--- config.mk ---
export PLATFORM = sky130hd
export DESIGN_NAME = reg_file_mp
export DESIGN_NICKNAME = d
export VERILOG_FILES = /design/src/rtl/reg_file_pkg.sv /design/src/rtl/reg_file_read_port.sv /design/src/rtl/reg_file_mp.sv
export SDC_FILE = /design/constraint.sdc
export NUM_CORES = 2
export LEC_CHECK = 0
export BUFFER_PORTS_ARGS = -buffer_cell sky130_fd_sc_hd__buf_2
export CORE_MARGIN = 2
export CORE_UTILIZATION = 50
export CTS_CLUSTER_SIZE = 28
export DETAILED_ROUTE_END_ITERATION = 12
export PLACE_DENSITY = 0.77
export SYNTH_ARGS = -nofsm -noshare
export SYNTH_HDL_FRONTEND = slang
export SYNTH_SLANG_ARGS = --single-unit
--- constraint.sdc ---
create_clock -name clk -period 5.7 [get_ports clk]
set_input_delay 0.855 -clock clk [delete_from_list [all_inputs] [get_ports clk]]
set_output_delay 0.855 -clock clk [all_outputs]
set_load 0.01 [all_outputs]
--- src/rtl/reg_file_pkg.sv ---
// Shared constants and helpers for the multi-port register file.
// Default geometry, zero-register address and read-port slice offsets.
package reg_file_pkg;

  localparam int DEF_W  = 5;
  localparam int DEF_B  = 32;
  localparam int DEF_NR = 2;

  localparam int ZERO_ADDR = 0;

  // Low bit of read port k inside a packed vector of per-port fields of width w.
  function automatic int slice_lo(input int k, input int w);
    return k * w;
  endfunction

endpackage

--- src/rtl/reg_file_read_port.sv ---
// One read port: array row + busy bit, with write bypass and zero-register masking.
// Latency 0 (pure combinational); no backpressure, always accepts an address.
module reg_file_read_port
  import reg_file_pkg::*;
#(
  parameter int W        = DEF_W,
  parameter int B        = DEF_B,
  parameter int ZERO_REG = 1,
  parameter int BYPASS   = 1
) (
  input  logic         reset,
  input  logic [W-1:0] addr,
  input  logic [B-1:0] row,
  input  logic         busy_bit,
  input  logic         wr_en,
  input  logic [W-1:0] w_addr,
  input  logic [B-1:0] w_data,
  output logic [B-1:0] data,
  output logic         busy
);

  logic is_zero;
  logic hit;

  assign is_zero = (ZERO_REG != 0) && (addr == W'(ZERO_ADDR));
  assign hit     = (BYPASS != 0) && wr_en && (w_addr == addr);

  always_comb begin
    data = row;
    busy = busy_bit;
    if (reset || is_zero) begin
      data = '0;
      busy = 1'b0;
    end else if (hit) begin
      // An in-flight write is the producer completing, so it also clears busy.
      data = w_data;
      busy = 1'b0;
    end
  end

endmodule

--- src/rtl/reg_file_mp.sv ---
// Multi-read-port register file with pending-write scoreboard and busy counter.
// Reads latency 0, writes/reserves land on the clock edge; no backpressure.
module reg_file_mp
  import reg_file_pkg::*;
#(
  parameter int W        = DEF_W,
  parameter int B        = DEF_B,
  parameter int NR       = DEF_NR,
  parameter int ZERO_REG = 1,
  parameter int BYPASS   = 1
) (
  input  logic            clk,
  input  logic            reset,
  input  logic [NR*W-1:0] r_addr,
  output logic [NR*B-1:0] r_data,
  output logic [NR-1:0]   r_busy,
  input  logic            wr_en,
  input  logic [W-1:0]    w_addr,
  input  logic [B-1:0]    w_data,
  input  logic            rsv_en,
  input  logic [W-1:0]    rsv_addr,
  output logic [W:0]      busy_cnt
);

  localparam int N = 1 << W;

  logic [B-1:0] mem [N];
  logic [N-1:0] busy_q;
  logic [N-1:0] busy_nxt;
  logic [W:0]   cnt_q;
  logic         w_ok;
  logic         r_ok;
  logic         inc;
  logic         dec;

  assign w_ok = wr_en  && !((ZERO_REG != 0) && (w_addr   == W'(ZERO_ADDR)));
  assign r_ok = rsv_en && !((ZERO_REG != 0) && (rsv_addr == W'(ZERO_ADDR)));

  // Reserve is applied after the write-clear so a same-address reserve wins.
  always_comb begin
    busy_nxt = busy_q;
    if (w_ok) busy_nxt[w_addr] = 1'b0;
    if (r_ok) busy_nxt[rsv_addr] = 1'b1;
  end

  assign inc = r_ok && !busy_q[rsv_addr];
  assign dec = w_ok && busy_q[w_addr] && !(r_ok && (rsv_addr == w_addr));

  always_ff @(posedge clk) begin
    if (reset) begin
      for (int i = 0; i < N; i++) mem[i] <= '0;
      busy_q <= '0;
      cnt_q  <= '0;
    end else begin
      if (w_ok) mem[w_addr] <= w_data;
      busy_q <= busy_nxt;
      cnt_q  <= cnt_q + {{W{1'b0}}, inc} - {{W{1'b0}}, dec};
    end
  end

  assign busy_cnt = reset ? '0 : cnt_q;

  for (genvar k = 0; k < NR; k++) begin : g_rd
    logic [W-1:0] ra;
    assign ra = r_addr[slice_lo(k, W) +: W];

    reg_file_read_port #(
      .W(W), .B(B), .ZERO_REG(ZERO_REG), .BYPASS(BYPASS)
    ) u_port (
      .reset   (reset),
      .addr    (ra),
      .row     (mem[ra]),
      .busy_bit(busy_q[ra]),
      .wr_en   (wr_en),
      .w_addr  (w_addr),
      .w_data  (w_data),
      .data    (r_data[slice_lo(k, B) +: B]),
      .busy    (r_busy[k])
    );
  end

endmodule

# --- Word level (Yosys, flattened, before mapping) ---
# Memory sizes are Yosys's and may differ from the RTL's.
# Index checks and enable logic that the tools add are counted.
word_totals:
  regBits: 38
  rom_bits: 0
  latch_bits: 0
  word_cells: 69
  ram_bits: 1024
  out_inout_bits: 72
  n_memories: 1
memory_table:
  columns: ["name", "depth", "width", "read_ports", "rd_clocked_by_memory_dff", "wr", "line", "rtl"]
  rows:
  - ["mem", 32, 32, 2, 0, 32, "reg_file_mp.sv:27", "logic [B-1:0] mem [N];"]
op_classes:
  bitwise: 3
  shift: 0
  n_mul: 0
  order_cmp: 6
  div_mod_pow: 0
  addsub: 2
  n_eq_ne: 3
  n_reduce_logical: 21
  n_mux: 31
ops:
  columns: ["operator", "count"]
  rows:
  - ["$mux 32", 7]
  - ["$and 32x32->32", 1]
  - ["$not 32->32", 1]
  - ["$or 32x32->32", 1]
  - ["$reduce_or 32->1", 1]
  - ["$lt 5x6->1 const B", 4]
  - ["$bmux 1 s5", 4]
  - ["$logic_not 5->1", 4]
  - ["$mux 1", 16]
  - ["$eq 5x5->1", 3]
  - ["$demux 1 s5", 2]
  - ["$ge 5x1->1 const B", 2]
  - ["$logic_and 1x1->1", 10]
  - ["$add 6x1->6", 1]
  - ["$mux 6", 1]
  - ["$sub 6x1->6", 1]
  - ["$mux 5", 1]
  - ["$logic_not 1->1", 4]
  - ["$logic_or 1x1->1", 2]

# --- Logic depth before layout (Yosys ltp) ---
logic_depth:
  word_depth: 9
  mapped_depth: 16
  mapped_depth_nobuf: 14

# --- Hierarchy ---
# From an unflattened synthesis, not the netlist that was laid out.
hier_totals:
  hier_cells: 3709
  hier_area_um2: 58234.6
by_module_without_submodules:
  columns: ["module", "cells_each", "instances", "area_per_inst_um2"]
  rows:
  - ["reg_file_mp", 3457, 1, 56658.1]
  - ["reg_file_read_port", 126, 2, 788.3]

# --- Worst setup path before layout ---
# Ideal clock, no wire load.
synth_timing:
  path_kind: "input -> register"
  startpoint: "in rsv_addr[0]"
  endpoint: "reg cnt_q[5]"
  arrival_time_ns: 3.981
  setup_time_ns: 0.121
  setup_slack_ns: 1.598
  n_path_buf: 2
  path_stages: 14
  path_cell_list: "clkbuf_1 -> buf_2 -> mux4_2 -> mux4_2 -> mux2i_1 -> nand3_1 -> ha_1 -> inv_1 -> ha_1 -> a21o_1 -> a21oi_1 -> o21bai_1 -> a21oi_1 -> mux2_2"
synth_between:
  elab_chain_len: 7
  elab_cells_between_ends: 13
synth_rtl:
  columns: ["item", "line", "rtl"]
  rows:
  - ["start, declared", "reg_file_mp.sv:21", "input logic [W-1:0] rsv_addr,"]
  - ["parallel branches: the longest is 6 deep, another holds $add 6x1->6", null, null]
  - ["$sub 6x1->6 (*)", "reg_file_mp.sv:57", "cnt_q <= cnt_q + {{W{1'b0}}, inc} - {{W{1'b0}}, dec};"]
  - ["end signal, assigned", "reg_file_mp.sv:57", null]
  - ["end, declared", "reg_file_mp.sv:30", "logic [W:0] cnt_q;"]
# Mark *: on every way between the ends. The select of a mux whose other input is x is not followed.
# A chain may end at the register's enable or synchronous reset.

# --- Worst setup path after layout ---
layout_timing:
  startpoint: "in r_addr[2]"
  endpoint: "out r_data[8]"
layout_between:
  elab_chain_len: 4
  elab_cells_between_ends: 7
layout_rtl:
  columns: ["item", "line", "rtl"]
  rows:
  - ["start, declared", "reg_file_mp.sv:14", "input logic [NR*W-1:0] r_addr,"]
  - ["parallel branches: the longest is 3 deep, another holds $mem_v2 32x32", null, null]
  - ["$mux 32 (*)", "reg_file_read_port.sv:31", "if (reset || is_zero) begin"]
  - ["end, declared", "reg_file_mp.sv:15", "output logic [NR*B-1:0] r_data,"]
# Mark *: on every way between the ends.

==> impl_metrics.env <==
export IMPL_ioPinCount=128
export IMPL_fin_util=0.554
export IMPL_vias=38900
export IMPL_slew_viol_final=0
export IMPL_fin_tns_setup_ps=0
export IMPL_drt_iter0_markers=6574
export IMPL_power_density_nw_per_um2=297
export IMPL_drv_cap=0
export IMPL_grt_antenna_before_repair=19
export IMPL_vias_per_cell=7.07
export IMPL_core_area_um2=114000
export IMPL_fin_area_um2=63200
export IMPL_synth_area_top_cells="edfxtp_1 (54%), mux4_2 (19%), and2_1 (11%), mux2i_1 (3.3%), clkbuf_1 (2.1%)"
export IMPL_worst_slew_pin_slew_ps=1340
export IMPL_ant_nets=0
export IMPL_layout_drive_gt1_share=0.245
export IMPL_end_kind="output pin"
export IMPL_violations="DRC"
export IMPL_async_reset_ff_frac=0
export IMPL_drt_first_pass_iters=10
export IMPL_grt_max_degree=88
export IMPL_yosysTopAreaCellShare=0.536
export IMPL_track_usage=0.320
export IMPL_cts_tree="done"
export IMPL_placementRows=124
export IMPL_critPathKind="in2out"
export IMPL_avgSynthCellArea_um2=14.6
export IMPL_start_kind="primary input"
export IMPL_r2r_end="cnt_q[4]"
export IMPL_setup_viol=0
export IMPL_synth_edff_count=1024
export IMPL_numPortBuffers=127
export IMPL_holdBufCountCts=0
export IMPL_rr_worst_depth=13
export IMPL_start_util=0.503
export IMPL_syn_to_final_growth_pct=10.1
export IMPL_multi_input_area_um2=24400
export IMPL_vdd_drop_max_mv=0.251
export IMPL_seqCellArea_um2=31500
export IMPL_die_w_um=343
export IMPL_die_h_um=343
export IMPL_status="finished, violations left"
export IMPL_grt_pass1_vias=38800
export IMPL_path_max_fanout=37
export IMPL_fillers=8805
export IMPL_dpl_cell_area_um2=59700
export IMPL_cts_root_buf="clkbuf_16"
export IMPL_worst_hold_path_type="reg2reg"
export IMPL_seq_area_frac_synth=0.549
export IMPL_yosysWarnings=0
export IMPL_wl_mm=189
export IMPL_finalHoldViolCount=0
export IMPL_ctsResizeCount=0
export IMPL_finalCritPeriodShare=0.789
export IMPL_drc=1
export IMPL_endpoint="r_data[8]"
export IMPL_clk_pin_slew_ps=60
export IMPL_syn_cell_area_um2=57400
export IMPL_synth_ff_type="edfxtp_1"
export IMPL_post_cts_buffers=0
export IMPL_ys_top_cells_by_count="edfxtp_1 (1024), and2_1 (998), mux4_2 (489), clkbuf_1 (318), mux2i_1 (190)"
export IMPL_syn_inst=3925
export IMPL_crit_start="r_addr[2]"
export IMPL_cts_sinks=1062
export IMPL_whs_ps=520
export IMPL_synth_top_area_cell="edfxtp_1"
export IMPL_gp_congestion=0.942
export IMPL_hpwlAfterDp_mm=113
export IMPL_h_tree_depth=3
export IMPL_fin_crit_ps=4500
export IMPL_synth_most_common_cell="edfxtp_1"
export IMPL_die_area_um2=118000
export IMPL_grt_overflow=0
export IMPL_synth_seq_cells=1062
export IMPL_clockBufferDepth=3
export IMPL_fin_nets=3944
export IMPL_slew_limit_headroom=0.106
export IMPL_grt_pass1_wl_mm=270
export IMPL_skew_ps=18.4
export IMPL_worst_ep_required_time_ps=4850
export IMPL_max_freq_ghz=0.222
export IMPL_numCtsBuffers=108
export IMPL_rsz0062_at_grt="no"
export IMPL_routedWlPerCell_um=34.4
export IMPL_worstSkewPairLatency_ps=720
export IMPL_r2r_start="busy_q[7]"
export IMPL_reg2reg_slack_ps=2340
export IMPL_crit_arrival_ps=3640
export IMPL_p_leak_nw=22.0
export IMPL_yosysUniqueCellTypes=53
## flip-flops by register name, indices dropped and copies added, names as in the netlist
register  flops
mem        1024
busy_q       32
cnt_q         6
## power breakdown
part / switching [mW] / internal, mW / leakage [nW]
logic: 1.45 / 0.967 / 10.2
clock network: 3.14 / 3.97 / 1.69
registers: 0.232 / 9.00 / 10.1
total: 4.83 / 13.9 / 22.0
## kinds of logic (layout without fill, tap and decap cells)
kind of cell,after synthesis,after routing,synth area share
AO/OA/AOI/OAI,408,408,0.0559
XOR/XNOR,18,18,0.00275
flip-flops,1062,1062,0.549
other,1,44,0.0000653
buffers and inverters,457,470,0.0337
AND/OR/NAND/NOR,1292,1292,0.132
adder cells (fa/ha/maj),7,7,0.00166
multiplexers,680,680,0.225
## how the worst min path moves through the flow
stage	endpoint	cells past startpoint	slack [ps]	startpoint
3_3_place_gp	busy_q[8]	2	510	busy_q[8]
5_1_grt	busy_q[11]	2	550	busy_q[11]
6_report	busy_q[8]	2	520	busy_q[8]
3_5_place_dp	busy_q[8]	2	510	busy_q[8]
2_1_floorplan	busy_q[15]	2	470	busy_q[15]
4_1_cts	busy_q[8]	2	520	busy_q[8]
## worst max-delay path: stages
cell	delay [ps]
clkbuf_8	360
inv_2	130
o21ai_1	510
o31ai_4	260
buf_12	260
a211oi_1	530
a22o_1	460
buf_2	200
## through the flow
step / power [mW] / worst slack, ps / instances
after floorplan: 10.8 / 1600 / 3956
after global placement: 11.7 / 1390 / 5283
after detailed placement: 11.7 / 1390 / 5283
after CTS: 18.7 / 1380 / 5481
after global routing: 19.1 / 1240 / 5481
final: 18.8 / 1200 / 5493
## layout make-up
type                            instances  share of cell area
Tap cell                             1512              0.0299
Clock inverter                         61             0.00918
Timing Repair Buffer                  247              0.0291
Antenna cell                           12            0.000475
Inverter                               25             0.00148
Multi-Input combinational cell       2437               0.386
Clock buffer                          137              0.0458
Sequential cell                      1062               0.498
## per-layer routing
layer	vias to the layer above	GRT usage	wire [µm]
met3	676	0.118	33300
met1	19400	0.427	63000
met5	-	0	128
met2	3754	0.467	82300
met4	16	0.149	10100
li1	15000	-	-
## layout by cell type (no fill, tap or decap), types with 9 or more instances in the layout
master / count
o22a_1: 31
a2111o_1: 31
dfxtp_1: 38
inv_1: 24
edfxtp_1: 1024
a22o_1: 64
clkinv_1: 21
a32oi_1: 31
mux2i_1: 190
and2_1: 996
nor2_2: 25
buf_2: 119
nor2_1: 29
nor3_1: 9
a211oi_1: 32
xor2_1: 10
buf_12: 20
mux4_2: 489
diode_2: 12
nand2_1: 142
buf_4: 103
o21ai_0: 31
clkbuf_16: 110
a21oi_1: 19
o22ai_1: 63
conb_1: 32
clkbuf_1: 22
clkinv_2: 16
nand4_1: 32
nor2b_1: 10
a22oi_1: 34
a21o_2: 24
a32o_1: 31
Note: power is estimated with default switching activity, not from simulation.
